[config.mk]
export PLATFORM = sky130hd
export DESIGN_NAME = tt_um_uart_byte_tx
export DESIGN_NICKNAME = d
export VERILOG_FILES = /design/src/rtl/tt_um_uart_byte_tx_pkg.sv /design/src/rtl/uart_baud_gen.sv /design/src/rtl/tt_um_uart_byte_tx.sv
export SDC_FILE = /design/constraint.sdc
export NUM_CORES = 1
export LEC_CHECK = 0
export BUFFER_PORTS_ARGS = -buffer_cell sky130_fd_sc_hd__buf_2
export CAP_MARGIN = 20
export CELL_PAD_IN_SITES_DETAIL_PLACEMENT = 1
export CELL_PAD_IN_SITES_GLOBAL_PLACEMENT = 1
export CORE_MARGIN = 2
export CORE_UTILIZATION = 43
export DETAILED_ROUTE_END_ITERATION = 6
export HOLD_SLACK_MARGIN = 0.06
export PLACE_DENSITY_LB_ADDON = 0.1
export SETUP_SLACK_MARGIN = 0.3
export SLEW_MARGIN = 20
export SYNTH_ARGS = -nofsm -noshare
export SYNTH_HDL_FRONTEND = slang
export SYNTH_SLANG_ARGS = --single-unit
export TNS_END_PERCENT = 5
[constraint.sdc]
create_clock -name clk -period 6.05 [get_ports clk]
set_input_delay 0.3025 -clock clk [delete_from_list [all_inputs] [get_ports clk]]
set_output_delay 0.3025 -clock clk [all_outputs]
set_load 0.1 [all_outputs]
[src/rtl/tt_um_uart_byte_tx_pkg.sv]
// rtl/tt_um_uart_byte_tx_pkg.sv - shared encodings and field positions for the UART byte transmitter
package tt_um_uart_byte_tx_pkg;

    // Frame phases; the code is exported on uio_out[7:6]
    typedef enum logic [1:0] {
        ST_IDLE  = 2'b00,
        ST_START = 2'b01,
        ST_DATA  = 2'b10,
        ST_TAIL  = 2'b11
    } state_e;

    // uio_in fields
    localparam int UIO_IN_VALID    = 0;
    localparam int UIO_IN_PAR_EN   = 1;
    localparam int UIO_IN_TWO_STOP = 2;

    // uo_out fields
    localparam int UO_TXD  = 0;
    localparam int UO_BUSY = 1;
    localparam int UO_DONE = 2;

    // uio_out fields
    localparam int UIO_BUSY      = 4;
    localparam int UIO_DONE      = 5;
    localparam int UIO_STATE_LSB = 6;

    // Upper nibble of the bidirectional pins is always an output
    localparam logic [7:0] UIO_OE_MASK = 8'b1111_0000;

    // Number of bits sent in TAIL: optional parity, one stop, optional second stop
    function automatic logic [1:0] tail_len(input logic par_en, input logic two_stop);
        return 2'd1 + {1'b0, par_en} + {1'b0, two_stop};
    endfunction

endpackage

[src/rtl/uart_baud_gen.sv]
// rtl/uart_baud_gen.sv - bit-period timer producing a one-cycle pulse on the last cycle of each bit
module uart_baud_gen #(
    parameter int CLKS_PER_BIT = 434
) (
    input  logic clk,
    input  logic rst_n,
    input  logic clr,
    output logic bit_end
);

    localparam logic [11:0] LAST = 12'(CLKS_PER_BIT - 1);

    logic [11:0] cnt_q;
    logic [11:0] cnt_d;

    assign bit_end = (cnt_q == LAST);

    // Count cycles within a bit; restart on every bit boundary or when held clear
    always_comb begin
        cnt_d = cnt_q + 12'd1;
        if (clr || bit_end) begin
            cnt_d = 12'd0;
        end
    end

    // Counter register
    always_ff @(posedge clk) begin
        if (!rst_n) begin
            cnt_q <= 12'd0;
        end else begin
            cnt_q <= cnt_d;
        end
    end

endmodule

[src/rtl/tt_um_uart_byte_tx.sv]
// rtl/tt_um_uart_byte_tx.sv - serialises one byte per request onto a UART TX line
module tt_um_uart_byte_tx
    import tt_um_uart_byte_tx_pkg::*;
#(
    parameter int CLKS_PER_BIT = 434
) (
    input  logic       clk,
    input  logic       rst_n,
    input  logic       ena,
    input  logic [7:0] ui_in,
    input  logic [7:0] uio_in,
    output logic [7:0] uo_out,
    output logic [7:0] uio_out,
    output logic [7:0] uio_oe
);

    state_e     state_q, state_d;
    logic [7:0] shift_q, shift_d;
    logic       par_q, par_d;
    logic       par_en_q, par_en_d;
    logic       two_stop_q, two_stop_d;
    logic [2:0] bit_idx_q, bit_idx_d;
    logic [1:0] tail_idx_q, tail_idx_d;
    logic       txd_q, txd_d;
    logic       done_q, done_d;

    logic       bit_end;
    logic       busy;
    logic       valid;
    logic       unused_inputs;

    assign valid         = uio_in[UIO_IN_VALID];
    assign busy          = (state_q != ST_IDLE);
    assign unused_inputs = &{ena, uio_in[7:3]};

    // Baud timer is held at zero while idle so START always gets a full bit
    uart_baud_gen #(
        .CLKS_PER_BIT(CLKS_PER_BIT)
    ) u_baud (
        .clk    (clk),
        .rst_n  (rst_n),
        .clr    (state_q == ST_IDLE),
        .bit_end(bit_end)
    );

    // Next-state logic; txd_d is the line level for the upcoming cycle
    always_comb begin
        state_d    = state_q;
        shift_d    = shift_q;
        par_d      = par_q;
        par_en_d   = par_en_q;
        two_stop_d = two_stop_q;
        bit_idx_d  = bit_idx_q;
        tail_idx_d = tail_idx_q;
        txd_d      = txd_q;
        done_d     = 1'b0;

        case (state_q)
            ST_IDLE: begin
                txd_d = 1'b1;
                if (valid) begin
                    shift_d    = ui_in;
                    par_en_d   = uio_in[UIO_IN_PAR_EN];
                    two_stop_d = uio_in[UIO_IN_TWO_STOP];
                    par_d      = 1'b0;
                    bit_idx_d  = 3'd0;
                    tail_idx_d = 2'd0;
                    state_d    = ST_START;
                    txd_d      = 1'b0;
                end
            end
            ST_START: begin
                if (bit_end) begin
                    state_d   = ST_DATA;
                    bit_idx_d = 3'd0;
                    txd_d     = shift_q[0];
                end
            end
            ST_DATA: begin
                if (bit_end) begin
                    // Parity accumulates the bit that just finished on the line
                    par_d = par_q ^ shift_q[0];
                    if (bit_idx_q == 3'd7) begin
                        state_d    = ST_TAIL;
                        tail_idx_d = 2'd0;
                        txd_d      = par_en_q ? (par_q ^ shift_q[0]) : 1'b1;
                    end else begin
                        bit_idx_d = bit_idx_q + 3'd1;
                        shift_d   = {1'b0, shift_q[7:1]};
                        txd_d     = shift_q[1];
                    end
                end
            end
            ST_TAIL: begin
                if (bit_end) begin
                    txd_d = 1'b1;
                    if (tail_idx_q == tail_len(par_en_q, two_stop_q) - 2'd1) begin
                        state_d = ST_IDLE;
                        done_d  = 1'b1;
                    end else begin
                        tail_idx_d = tail_idx_q + 2'd1;
                    end
                end
            end
            default: begin
                state_d = ST_IDLE;
                txd_d   = 1'b1;
            end
        endcase
    end

    // State and datapath registers; txd leaves the chip straight from txd_q
    always_ff @(posedge clk) begin
        if (!rst_n) begin
            state_q    <= ST_IDLE;
            shift_q    <= 8'd0;
            par_q      <= 1'b0;
            par_en_q   <= 1'b0;
            two_stop_q <= 1'b0;
            bit_idx_q  <= 3'd0;
            tail_idx_q <= 2'd0;
            txd_q      <= 1'b1;
            done_q     <= 1'b0;
        end else begin
            state_q    <= state_d;
            shift_q    <= shift_d;
            par_q      <= par_d;
            par_en_q   <= par_en_d;
            two_stop_q <= two_stop_d;
            bit_idx_q  <= bit_idx_d;
            tail_idx_q <= tail_idx_d;
            txd_q      <= txd_d;
            done_q     <= done_d;
        end
    end

    // Status pin mapping
    always_comb begin
        uo_out                                  = 8'd0;
        uo_out[UO_TXD]                          = txd_q;
        uo_out[UO_BUSY]                         = busy;
        uo_out[UO_DONE]                         = done_q;
        uio_out                                 = 8'd0;
        uio_out[UIO_BUSY]                       = busy;
        uio_out[UIO_DONE]                       = done_q;
        uio_out[UIO_STATE_LSB+1:UIO_STATE_LSB]  = state_q;
        uio_oe                                  = UIO_OE_MASK;
    end

endmodule

# Yosys cells after proc, flatten, opt, wreduce, memory -nomap -nowiden

Cells that the tools add are included.

Bitwise operators: 2
Add/sub/neg operators: 6
Equality and inequality tests: 14
Reductions and logical operators: 15
Mux-type cells: 33

Operators with widths:

| kind                    | count |
|---|---|
| $mux W8                 | 3 |
| $mux W2                 | 11 |
| $pmux W8 S2             | 1 |
| $add A12 B1 Y12 const B | 1 |
| $eq A12 B9 Y1 const B   | 1 |
| $mux W3                 | 4 |
| $reduce_and A6 Y1       | 2 |
| $ne A2 B2 Y1 const B    | 5 |
| $mux W1                 | 9 |
| $pmux W3 S3             | 1 |
| $reduce_and A3 Y1       | 3 |
| $pmux W2 S4             | 1 |
| $ne A2 B1 Y1 const B    | 3 |
| $pmux W2 S3             | 1 |
| $reduce_bool A3 Y1      | 2 |
| $reduce_and A5 Y1       | 1 |
| $eq A2 B2 Y1 const B    | 2 |
| $pmux W1 S4             | 1 |
| $reduce_and A4 Y1       | 1 |
| $reduce_bool A2 Y1      | 2 |
| $add A3 B1 Y3 const B   | 1 |
| $eq A3 B3 Y1 const B    | 1 |
| $add A1 B1 Y2 const A   | 1 |
| $add A2 B1 Y2           | 1 |
| other kinds (11)        | 11 |

Bits in registers: 32
Logic and storage cells: 80
Input port bits: 19
Output and inout port bits: 24

# Logic depth before layout (Yosys ltp)

Gate-level depths: netlist (run 1).

Depth after elaboration: 7
Mapped depth: 7
Depth with buffers taken out: 6

# Cells and area by module

Synthesis (run 1) repeated with hierarchy kept, for this count alone.

Cell total of the unflattened synthesis: 213
Area, all modules: 1,954.4 µm²

Modules (own cells, without submodules):

| module             | sequential area each (µm²) | area each (µm²) | cells each | instances |
|---|---|---|---|---|
| tt_um_uart_byte_tx | 400.4                      | 1,368.8         | 151        | 1 |
| uart_baud_gen      | 240.2                      | 585.6           | 62         | 1 |

# Worst setup path before layout (run 1)

Ideal clock, no wire load.

Kind: register to register
Start point: register state_q[0]
End point: register par_q
Slack: 3.548 ns
Setup time: 0.070 ns
Period minus slack after synthesis: 2.502 ns
Data arrival time: 2.432 ns
Stages on the path, launching flop included: 7
Data required time: 5.980 ns
Cell sequence: dfxtp_1 inv_1 ha_1 mux2i_1 clkbuf_1 or4_1 a21oi_1

Word-level cells in the longest chain between the ends: 3
Elaborated cells on any way between the ends: 7

RTL lines:

| element                                              | RTL line                  | text |
|---|---|---|
| from (decl)                                          | tt_um_uart_byte_tx.sv:17  | `state_e state_q, state_d;` |
| from (signal assigned)                               | tt_um_uart_byte_tx.sv:125 | `state_q <= state_d;` |
| $eq A2 B2 Y1 or $logic_not A2 Y1 (tied branches)     | tt_um_uart_byte_tx.sv:58  | `case (state_q)` |
| $ne A2 B1 Y1 (no line), or another cell as far along | --                        |  |
| $reduce_and A3 Y1 (no line)                          | --                        |  |
| to (signal assigned)                                 | tt_um_uart_byte_tx.sv:127 | `par_q <= par_d;` |
| to (decl)                                            | tt_um_uart_byte_tx.sv:19  | `logic par_q, par_d;` |

Parallel ways exist; a longest one is shown, timed or not.
A chain may end at the register's enable or synchronous reset.

# Worst setup path after layout (run 1)

Start point: register state_q[0]
End point: register shift_q[3]

Word-level cells in the longest chain between the ends: 3
Elaborated cells on any way between the ends: 8

RTL lines:

| element                                              | RTL line                  | text |
|---|---|---|
| $eq A2 B2 Y1 or $logic_not A2 Y1 (tied branches)     | tt_um_uart_byte_tx.sv:58  |  |
| $ne A2 B2 Y1 (no line), or another cell as far along | --                        |  |
| $reduce_and A4 Y1 (no line)                          | --                        |  |
| to (signal assigned)                                 | tt_um_uart_byte_tx.sv:126 | `shift_q <= shift_d;` |
| to (decl)                                            | tt_um_uart_byte_tx.sv:18  | `logic [7:0] shift_q, shift_d;` |

Parallel ways exist; a longest one is shown, timed or not.

==> results.cfg, run 1 <==
[outcome]
outcome = complete, no violations

[place]
io_buffers = 19
gp_congestion = 0.766
dp_hpwl_um = 3210
dp_slack_ns = 3.71

[synth]
synth_top_family_by_area = simple AND/OR/NAND/NOR gates
avgSynthCellArea_um2 = 8.57
ys_seq_area_share_pct = 32.7
synth-compound-area-share_pct = 17.1
synthMuxAreaShare_pct = 3.06
ys_types = 43
syn_area_um2 = 1960
synth-simple-area-share_pct = 21.2
ys_ff_latch = 32
ys_warn_count = 0
yosys.area_share.xor_xnor_pct = 5.80
yosys.area_share.adder_pct = 7.02
synth_cells = 229

[clocking]
cts-resized-gates = 0
cts_sinks = 32
root_buffer = clkbuf_8
cts_hold_buf = 0
worstSkewPairLatency_ns = 0.28
htreeDepth = 2
clockBufferDepth = 2
tritoncts = yes
cts_buffers = 5
path_clk_slew_ns = 0.07
cts_setup_buffers = 0

[sta]
rsz0062_at_grt = no
finalSetupTns_ns = 0
finalMaxSlewViolations = 0
max_freq_mhz = 429
hold_violations = 0
slew_headroom_pct = 42.1
setup_viol = 0
period_needed_ns = 2.33
setup_ws_ns = 3.72
fin_crit_sh_pct = 38.5
tightest_slew_ns = 0.844
fin_skew_ns = 0.00521

[routing]
wl_um = 4380
drt_iter0_drc = 44
remaining_drc_errors = 0
postRouteAntennaNets = 0
wire_per_inst_um = 14.9
drtPass1Iterations = 4
vias = 1596
vias_per_cell = 5.45

[finish]
layout.cells.most_common = dfxtp_1
syn2layout_area_growth_pct = 5.68
mostFrequentLayoutCells = dfxtp_1 (32), buf_2 (19), nor2_1 (18)
drive_above_1_share_pct = 13.3
antenna_cells = 0
fillers = 537
fin_nets = 270

[critical_path]
cp-end-kind = register
critPathRequiredTime_ns = 6.22
crit_type = register to register
path_max_fanout = 30
critPathLaunchType = register
cp_data_arrival_time_ns = 2.50

[global_route]
grt_pass1_vias = 1587
busiest_layer = met2
grt_antenna_before_repair = 0
grt_usage_pct = 18.0
grtUsageMet2_pct = 31.5
grt_max_degree = 31
use_met1_pct = 22.0
grt_pass1_wl_um = 7330
grt-ovfl-total = 0
gr-usage-met3_pct = 4.08

[pwr]
cellLeakagePower_nw = 0.786
ir_worst_vdd_v = 0.000225
power_density_nw_per_um2 = 462

[die]
core_area_um2 = 4380
die_area_um2 = 5120
rows = 24
io_pins = 43
die_x_um = 71.5
die_h_um = 71.5
initial_core_util_pct = 44.7

[flow_run]
drv_cap = 0

[hold_path]
hp-class = primary input to register
==> sequential cells by signal, indices dropped and copies added, names as in the netlist <==
name and cells:
par_q 1, state_q 2, txd_q 1, par_en_q 1
bit_idx_q 3, two_stop_q 1, tail_idx_q 2, done_q 1
shift_q 8, u_baud.cnt_q 12
==> per-layer routing <==
layer  share of wire [%]  vias up
met2                  49       38
met5                   0        -
li1                    -      782
met3                 4.1        4
met1                  46      772
met4                0.78        0
==> where the power goes <==
| group | total (mW) | switching [mW] | internal, mW |
|---|---|---|---|
| sequential | 0.281 | 0.0316 | 0.250 |
| combinational | 0.502 | 0.364 | 0.138 |
| clock | 0.174 | 0.0816 | 0.0925 |
==> worst max-delay path, stage by stage (launching register included) <==
cell and delay (ns):
dfxtp_1 0.43, inv_1 0.11, ha_1 0.21, buf_4 0.24, mux2i_1 0.67, and2b_1 0.35, o21a_1 0.20
==> kinds of logic after synthesis <==
family | after synthesis
fa+ha+maj | 11
simple gates | 76
other cells | 2
compound gates | 46
flops | 32
mux | 6
buf+inv | 43
xor+xnor | 13
==> per-stage QoR <==
step	instances	power [mW]	hold slack [ns]	cell area (µm²)	utilization [%]
after floorplan	244	0.735	0.438	2020	-
after global placement	285	0.769	0.447	1980	45.1
after detailed placement	285	0.788	0.461	1980	45.1
after CTS	293	0.967	0.271	2070	47.3
after global routing	293	1.02	0.277	2070	47.3
final	293	0.957	0.276	2070	47.3
==> worst paths after layout <==
kind         startpoint          to  slack, ns  cells after the start
max          state_q[0]  shift_q[3]       3.72                      6
min           uio_in[2]  two_stop_q       0.28                      3
max reg2reg  state_q[0]  shift_q[3]       3.72                      6
min reg2reg  two_stop_q  two_stop_q       0.48                      2
==> synthesized netlist by cell type <==
cell type  instances  share of area, %
nand4b_1           1              0.45
nor2_1            18               3.4
nor2b_1            8               2.6
ha_1              11               7.0
or4_1              1              0.38
nand4_1            5               1.6
nor4_1             1              0.32
a41oi_1            1              0.45
a31oi_1            1              0.32
clkbuf_1           7               1.3
nand3b_1           1              0.38
xor2_1             1              0.45
nor3_1             6               1.5
or3_1              1              0.32
o21ai_0            6               1.5
xnor2_1           12               5.4
a2111oi_0          1              0.45
o41ai_4            1               1.4
or4b_4             1              0.70
a211oi_1           8               3.1
conb_1             2              0.38
and4_1             1              0.45
nand2_1           14               2.7
o21a_1             7               2.7
nor4_4             1               1.1
o221ai_2           1              0.77
a21oi_1           15               3.8
o31a_1             1              0.45
buf_6              1              0.57
o211a_4            1              0.89
nor4b_1            1              0.45
and2_1             1              0.32
o211a_1            1              0.51
buf_4             22               8.4
nand3_1           11               2.8
or4bb_1            1              0.57
buf_1              1              0.19
o211ai_1           2              0.77
inv_1             12               2.3
dfxtp_1           32                33
nor3b_1            2              0.77
mux2i_1            6               3.1
and2b_1            1              0.38
==> cell type report <==
type | count | area, µm² | share of cell area (%)
multi-input combinational | 169 | 1130 | 54.3
tap | 52 | 65.1 | 3.14
clock buffer | 7 | 86.3 | 4.16
sequential | 32 | 641 | 30.9
clock inverter | 1 | 7.51 | 0.362
inverter | 12 | 45.0 | 2.17
timing repair buffer | 20 | 103 | 4.95
No activity file was read; power rests on OpenSTA's default activity.
==> run 2: changes to the inputs <==
--- a/config.mk
+++ b/config.mk
@@ -10,7 +10,7 @@
 export CELL_PAD_IN_SITES_DETAIL_PLACEMENT = 1
 export CELL_PAD_IN_SITES_GLOBAL_PLACEMENT = 1
 export CORE_MARGIN = 2
-export CORE_UTILIZATION = 43
+export CORE_UTILIZATION = 36
 export DETAILED_ROUTE_END_ITERATION = 6
 export HOLD_SLACK_MARGIN = 0.06
 export PLACE_DENSITY_LB_ADDON = 0.1
==> constraint.sdc (replaced) <==
create_clock -name clk -period 1.9 [get_ports clk]
set_input_delay 0.095 -clock clk [delete_from_list [all_inputs] [get_ports clk]]
set_output_delay 0.095 -clock clk [all_outputs]
set_load 0.1 [all_outputs]
==> run 2 against run 1 <==
Effect of this change: critical path depth grew 1; sequential power grew to 3.3 times the previous value; clock power grew to 3.4 times the previous value; core utilization shrank 3.5 points; worst hold slack lost 0.21 ns; wire length shrank 0.27%; sequential cell count is the same; sequential share of layout area shrank 2.0 points; final cell count grew 11%; maximum frequency grew 28%; largest power group unchanged; highest routed layer unchanged.
==> results.cfg, run 2 (synthesized netlist as in run 1, its figures left out) <==
[flow_run]
drv_cap = 0

[global_route]
use_met1_pct = 20.9
grt-ovfl-total = 0
busiest_layer = met2
grtUsageMet2_pct = 24.4
grt_max_degree = 16
grt_usage_pct = 15.6
gr-usage-met3_pct = 4.30
grt_antenna_before_repair = 0
grt_pass1_wl_um = 7450
grt_pass1_vias = 1519

[clocking]
cts_buffers = 5
htreeDepth = 2
cts_setup_buffers = 0
tritoncts = yes
cts_sinks = 32
cts_hold_buf = 0
clockBufferDepth = 2
root_buffer = clkbuf_8
worstSkewPairLatency_ns = 0.29
path_clk_slew_ns = 0.07

[routing]
wire_per_inst_um = 13.4
vias_per_cell = 4.82
drtPass1Iterations = 4
drt_iter0_drc = 61
vias = 1567
wl_um = 4370
postRouteAntennaNets = 0
remaining_drc_errors = 0

[sta]
hold_violations = 0
max_freq_mhz = 549
finalMaxSlewViolations = 0
setup_viol = 0
rsz0062_at_grt = yes
period_needed_ns = 1.82
fin_skew_ns = 0.00621
fin_crit_sh_pct = 95.9

[pwr]
power_density_nw_per_um2 = 1450
fin_total_pwr_mw = 3.29
ir_worst_vdd_v = 0.000816
cellLeakagePower_nw = 0.870

[finish]
layout.cells.most_common = dfxtp_1
antenna_cells = 0
fin_nets = 284
fillers = 629
mostFrequentLayoutCells = dfxtp_1 (27), nor2_1 (18), conb_1 (17), buf_2 (17), a21oi_1 (15)
final_util_pct = 43.8
syn2layout_area_growth_pct = 15.4
largest_reg_flops = 12
reg_top3 = u_baud.cnt_q: 12 flops, shift_q: 8 flops, bit_idx_q: 3 flops
drive_above_1_share_pct = 23.5
regMostFlops = u_baud.cnt_q

[critical_path]
cp_data_arrival_time_ns = 2.01
critPathRequiredTime_ns = 2.09
path_max_fanout = 7
crit_type = register to register
cp_cell_sequence = inv_1 -> ha_1 -> or4b_4 -> o41ai_4 -> buf_4 -> a21oi_1 -> o21a_1
critPathLaunchType = register
cp_slowest_cell = or4b_4
max_stage_delay_ns = 0.51
cp-end-kind = register

[place]
gp_congestion = 0.785
io_buffers = 19
dp_hpwl_um = 3290

[die]
initial_core_util_pct = 37.9
die_x_um = 77.8
die_h_um = 77.8
core_area_um2 = 5170
rows = 26
io_pins = 43
die_area_um2 = 6060

[hold_path]
hp-class = primary input to register

[outcome]
outcome = complete, no violations
==> run 2: cell count changes in the layout (fill, tap and decap cells not counted), moves of 3 or more <==
| cell | before | now |
|---|---|---|
| dfxtp_4 | 0 | 3 |
| ha_1 | 11 | 8 |
| buf_4 | 1 | 14 |
| dfxtp_1 | 32 | 27 |
==> run 2: report_power, final <==
group | total [mW] | switching [mW] | internal, mW
Sequential | 0.919 | 0.106 | 0.812
Clock | 0.596 | 0.265 | 0.331
Combinational | 1.77 | 1.18 | 0.587
Total | 3.29 | 1.55 | 1.73
==> run 2: final cells by class <==
type | count | area (µm²) | share of cell area (%)
multi-input combinational | 169 | 1160 | 51.2
sequential | 32 | 654 | 28.9
timing repair buffer | 34 | 216 | 9.56
clock buffer | 8 | 100 | 4.42
tap | 70 | 87.6 | 3.87
inverter | 12 | 45.0 | 1.99
==> run 2: path summary, 6_finish.rpt <==
path / start / end / slack [ns] / cells past startpoint
setup reg to reg: u_baud.cnt_q[1] / shift_q[2] / 0.08 / 7
setup / recovery: u_baud.cnt_q[1] / shift_q[2] / 0.08 / 7
hold / removal: uio_in[2] / two_stop_q / 0.07 / 3
hold reg to reg: u_baud.cnt_q[0] / u_baud.cnt_q[0] / 0.45 / 1
==> run 2: stage by stage <==
step | cells | hold slack (ns) | cell area (µm²) | setup TNS (ns) | worst slack (ns)
global placement | 317 | 0.356 | 2140 | 0 | 0.0761
finish | 325 | 0.0672 | 2260 | 0 | 0.0780
CTS | 325 | 0.0650 | 2250 | 0 | 0.0591
floorplan | 244 | 0.242 | 2060 | 0 | 0.124
detailed placement | 317 | 0.373 | 2140 | 0 | 0.0454
global route | 325 | 0.0846 | 2260 | -0.106 | -0.0235
==> run 2: worst max-delay path: cells and delay by family, from the launching register on <==
family	cells	cell delay, ns
adder cells (fa/ha/maj)	1	0.15
buffers and inverters	2	0.27
AO/OA/AOI/OAI	3	0.46
flip-flops	1	0.34
AND/OR/NAND/NOR	1	0.51
==> run 2: repair_timing <==
item                       4_1_cts  5_1_grt
setup endpoints to repair       29       31
resized for setup                2        7
pin swaps                        0        1
==> run 2: layer usage <==
layer / vias up / routed length, µm / share of wire (%)
met5: - / 0 / 0
met4: 0 / 51 / 1.2
met3: 6 / 174 / 4.0
met2: 30 / 1960 / 45
met1: 727 / 2180 / 50
li1: 804 / - / -
==> run 3: changes to the inputs <==
--- a/config.mk
+++ b/config.mk
@@ -9,7 +9,8 @@
 export CAP_MARGIN = 20
 export CELL_PAD_IN_SITES_DETAIL_PLACEMENT = 1
 export CELL_PAD_IN_SITES_GLOBAL_PLACEMENT = 1
-export CORE_MARGIN = 2
+export CORE_ASPECT_RATIO = 1.25
+export CORE_MARGIN = 4
 export CORE_UTILIZATION = 36
 export DETAILED_ROUTE_END_ITERATION = 6
 export HOLD_SLACK_MARGIN = 0.06
==> run 3 against run 2 <==
Effect of this change: first-iteration DRC count is 23% higher; critical path depth is the same; clock skew increased by 0.0018 ns; clock-buffer cell count fell by 1; non-clock buffer count down 2; register-to-register slack about the same; critical endpoint is now bit_idx_q[1]; maximum frequency up 0.12%; via count rose by 1.9%; power rose by 0.27%; combinational power hardly changed; cell area rose by 0.28%.
==> results.cfg, run 3 (synthesized netlist as in run 1, its figures left out) <==
[hold_path]
hold_depth = 3
min_to = two_stop_q
hp-class = primary input to register
hold_path_startpoint = uio_in[2]

[finish]
reg_top3 = u_baud.cnt_q: 12 flops, shift_q: 8 flops, bit_idx_q: 3 flops
largest_reg_flops = 12
syn2layout_area_growth_pct = 15.7
drive_above_1_share_pct = 22.9
antenna_cells = 0
layout.cells.most_common = dfxtp_1
fin_nets = 282
multi_input_area_um2 = 1170
finalInstanceArea_um2 = 2270
fillers = 623
mostFrequentLayoutCells = dfxtp_1 (27), buf_2 (19), nor2_1 (18)
regMostFlops = u_baud.cnt_q
seq_area_um2 = 652

[critical_path]
reg2reg_from = u_baud.cnt_q[1]
rr_endpoint = bit_idx_q[1]
crit_type = register to register
cp_cell_sequence = inv_1 -> ha_1 -> or4b_4 -> nor4_4 -> buf_6 -> o211a_4 -> mux2i_1
cp_data_arrival_time_ns = 2.03
cp-end-kind = register
r2r_slack_ns = 0.08
reg2reg_depth = 7
cp_slowest_cell = or4b_4
max_stage_delay_ns = 0.51
path_max_fanout = 7
critPathLaunchType = register
critPathRequiredTime_ns = 2.11

[global_route]
grt_usage_pct = 14.1
grt-ovfl-total = 0
grt_max_degree = 30
grt_pass1_wl_um = 7420
grt_pass1_vias = 1550
grt_antenna_before_repair = 0

[pwr]
cellLeakagePower_nw = 0.875
ir_worst_vdd_v = 0.000587
fin_total_pwr_mw = 3.29
power_density_nw_per_um2 = 1450

[place]
gp_congestion = 0.767
dp_hpwl_um = 3290
dp_slack_ns = 0.0781
io_buffers = 19
postPlaceCellArea_um2 = 2140

[die]
core_area_um2 = 5190
initial_core_util_pct = 37.8
die_area_um2 = 6700
rows = 29
io_pins = 43
die_x_um = 74.0
die_h_um = 90.5

[flow_run]
drv_cap = 0

[routing]
wire_per_inst_um = 13.9
remaining_drc_errors = 0
postRouteAntennaNets = 0
wl_um = 4390
drt_iter0_drc = 75
vias_per_cell = 5.07
drtPass1Iterations = 4
vias = 1596

[sta]
hold_violations = 0
max_freq_mhz = 550
finalMaxSlewViolations = 0
setup_viol = 0
rsz0062_at_grt = yes
fin_crit_sh_pct = 95.8
fin_skew_ns = 0.00804
period_needed_ns = 1.82
setup_ws_ns = 0.0802

[clocking]
cts_setup_buffers = 0
path_clk_slew_ns = 0.07
tritoncts = yes
htreeDepth = 2
worstSkewPairLatency_ns = 0.29
root_buffer = clkbuf_8
cts_sinks = 32
clockBufferDepth = 2
cts_buffers = 5

[outcome]
outcome = complete, no violations
-- run 3: changes by cell type in the layout (fill, tap and decap cells not counted), sizes merged --
cell	previous run	this run
clkbuf	10	7
buf	32	31
clkinv	0	1
dlygate4sd3	0	1
-- run 3: per-layer routing --
layer  share of wire, %  vias to the layer above  global-route usage [%]  routed length [µm]
met2                 51                       19                    23.2                2250
met3                3.3                        7                    3.67                 146
li1                   -                      808                       -                   -
met5                  0                        -                       0                   0
met4                1.6                        0                    5.89                  72
met1                 44                      762                    17.0                1930
-- run 3: metrics by stage --
stage | hold WS [ns] | std cells | setup TNS (ns) | utilization [%]
6_report | 0.0691 | 315 | 0 | 43.7
2_1_floorplan | 0.242 | 244 | 0 | -
5_1_grt | 0.0654 | 315 | -0.174 | 43.7
4_1_cts | 0.0648 | 315 | 0 | 43.4
3_5_place_dp | 0.361 | 306 | 0 | 41.2
3_3_place_gp | 0.362 | 306 | 0 | 41.2
-- run 3: critical path: cells and delay by family, from the launching register on --
family	cells	cell delay, ns
buf+inv	2	0.21
simple gates	2	0.68
mux	1	0.18
flops	1	0.33
fa+ha+maj	1	0.15
compound gates	1	0.19
-- run 3: final cells by class --
class / count / area share [%]
Tap cell: 62 / 3.42
Clock buffer: 7 / 4.30
Multi-Input combinational cell: 169 / 51.5
Timing Repair Buffer: 32 / 9.87
Inverter: 12 / 1.98
Clock inverter: 1 / 0.221
Sequential cell: 32 / 28.7
-- run 3: repair_timing --
item	4_1_cts	5_1_grt
cloned	0	0
setup endpoints to repair	28	30
pin swaps	0	3
hold buffers	1	0
endpoints found under the hold margin	1	0
gates resized for setup	1	5
-- run 3: worst max-delay path by stage --
stage	startpoint	endpoint	slack (ns)
3_5_place_dp	u_baud.cnt_q[1]	shift_q[0]	0.08
3_3_place_gp	u_baud.cnt_q[1]	bit_idx_q[0]	0.13
2_1_floorplan	u_baud.cnt_q[1]	shift_q[0]	0.12
5_1_grt	u_baud.cnt_q[1]	bit_idx_q[1]	-0.06
6_report	u_baud.cnt_q[1]	bit_idx_q[1]	0.08
4_1_cts	u_baud.cnt_q[1]	bit_idx_q[1]	0.06
-- run 3: power breakdown --
group / switching, mW / leakage, nW / total, mW / internal, mW
Clock: 0.260 / 0.0534 / 0.596 / 0.336
Sequential: 0.105 / 0.263 / 0.915 / 0.809
Combinational: 1.20 / 0.559 / 1.78 / 0.585
Total: 1.56 / 0.875 / 3.29 / 1.73
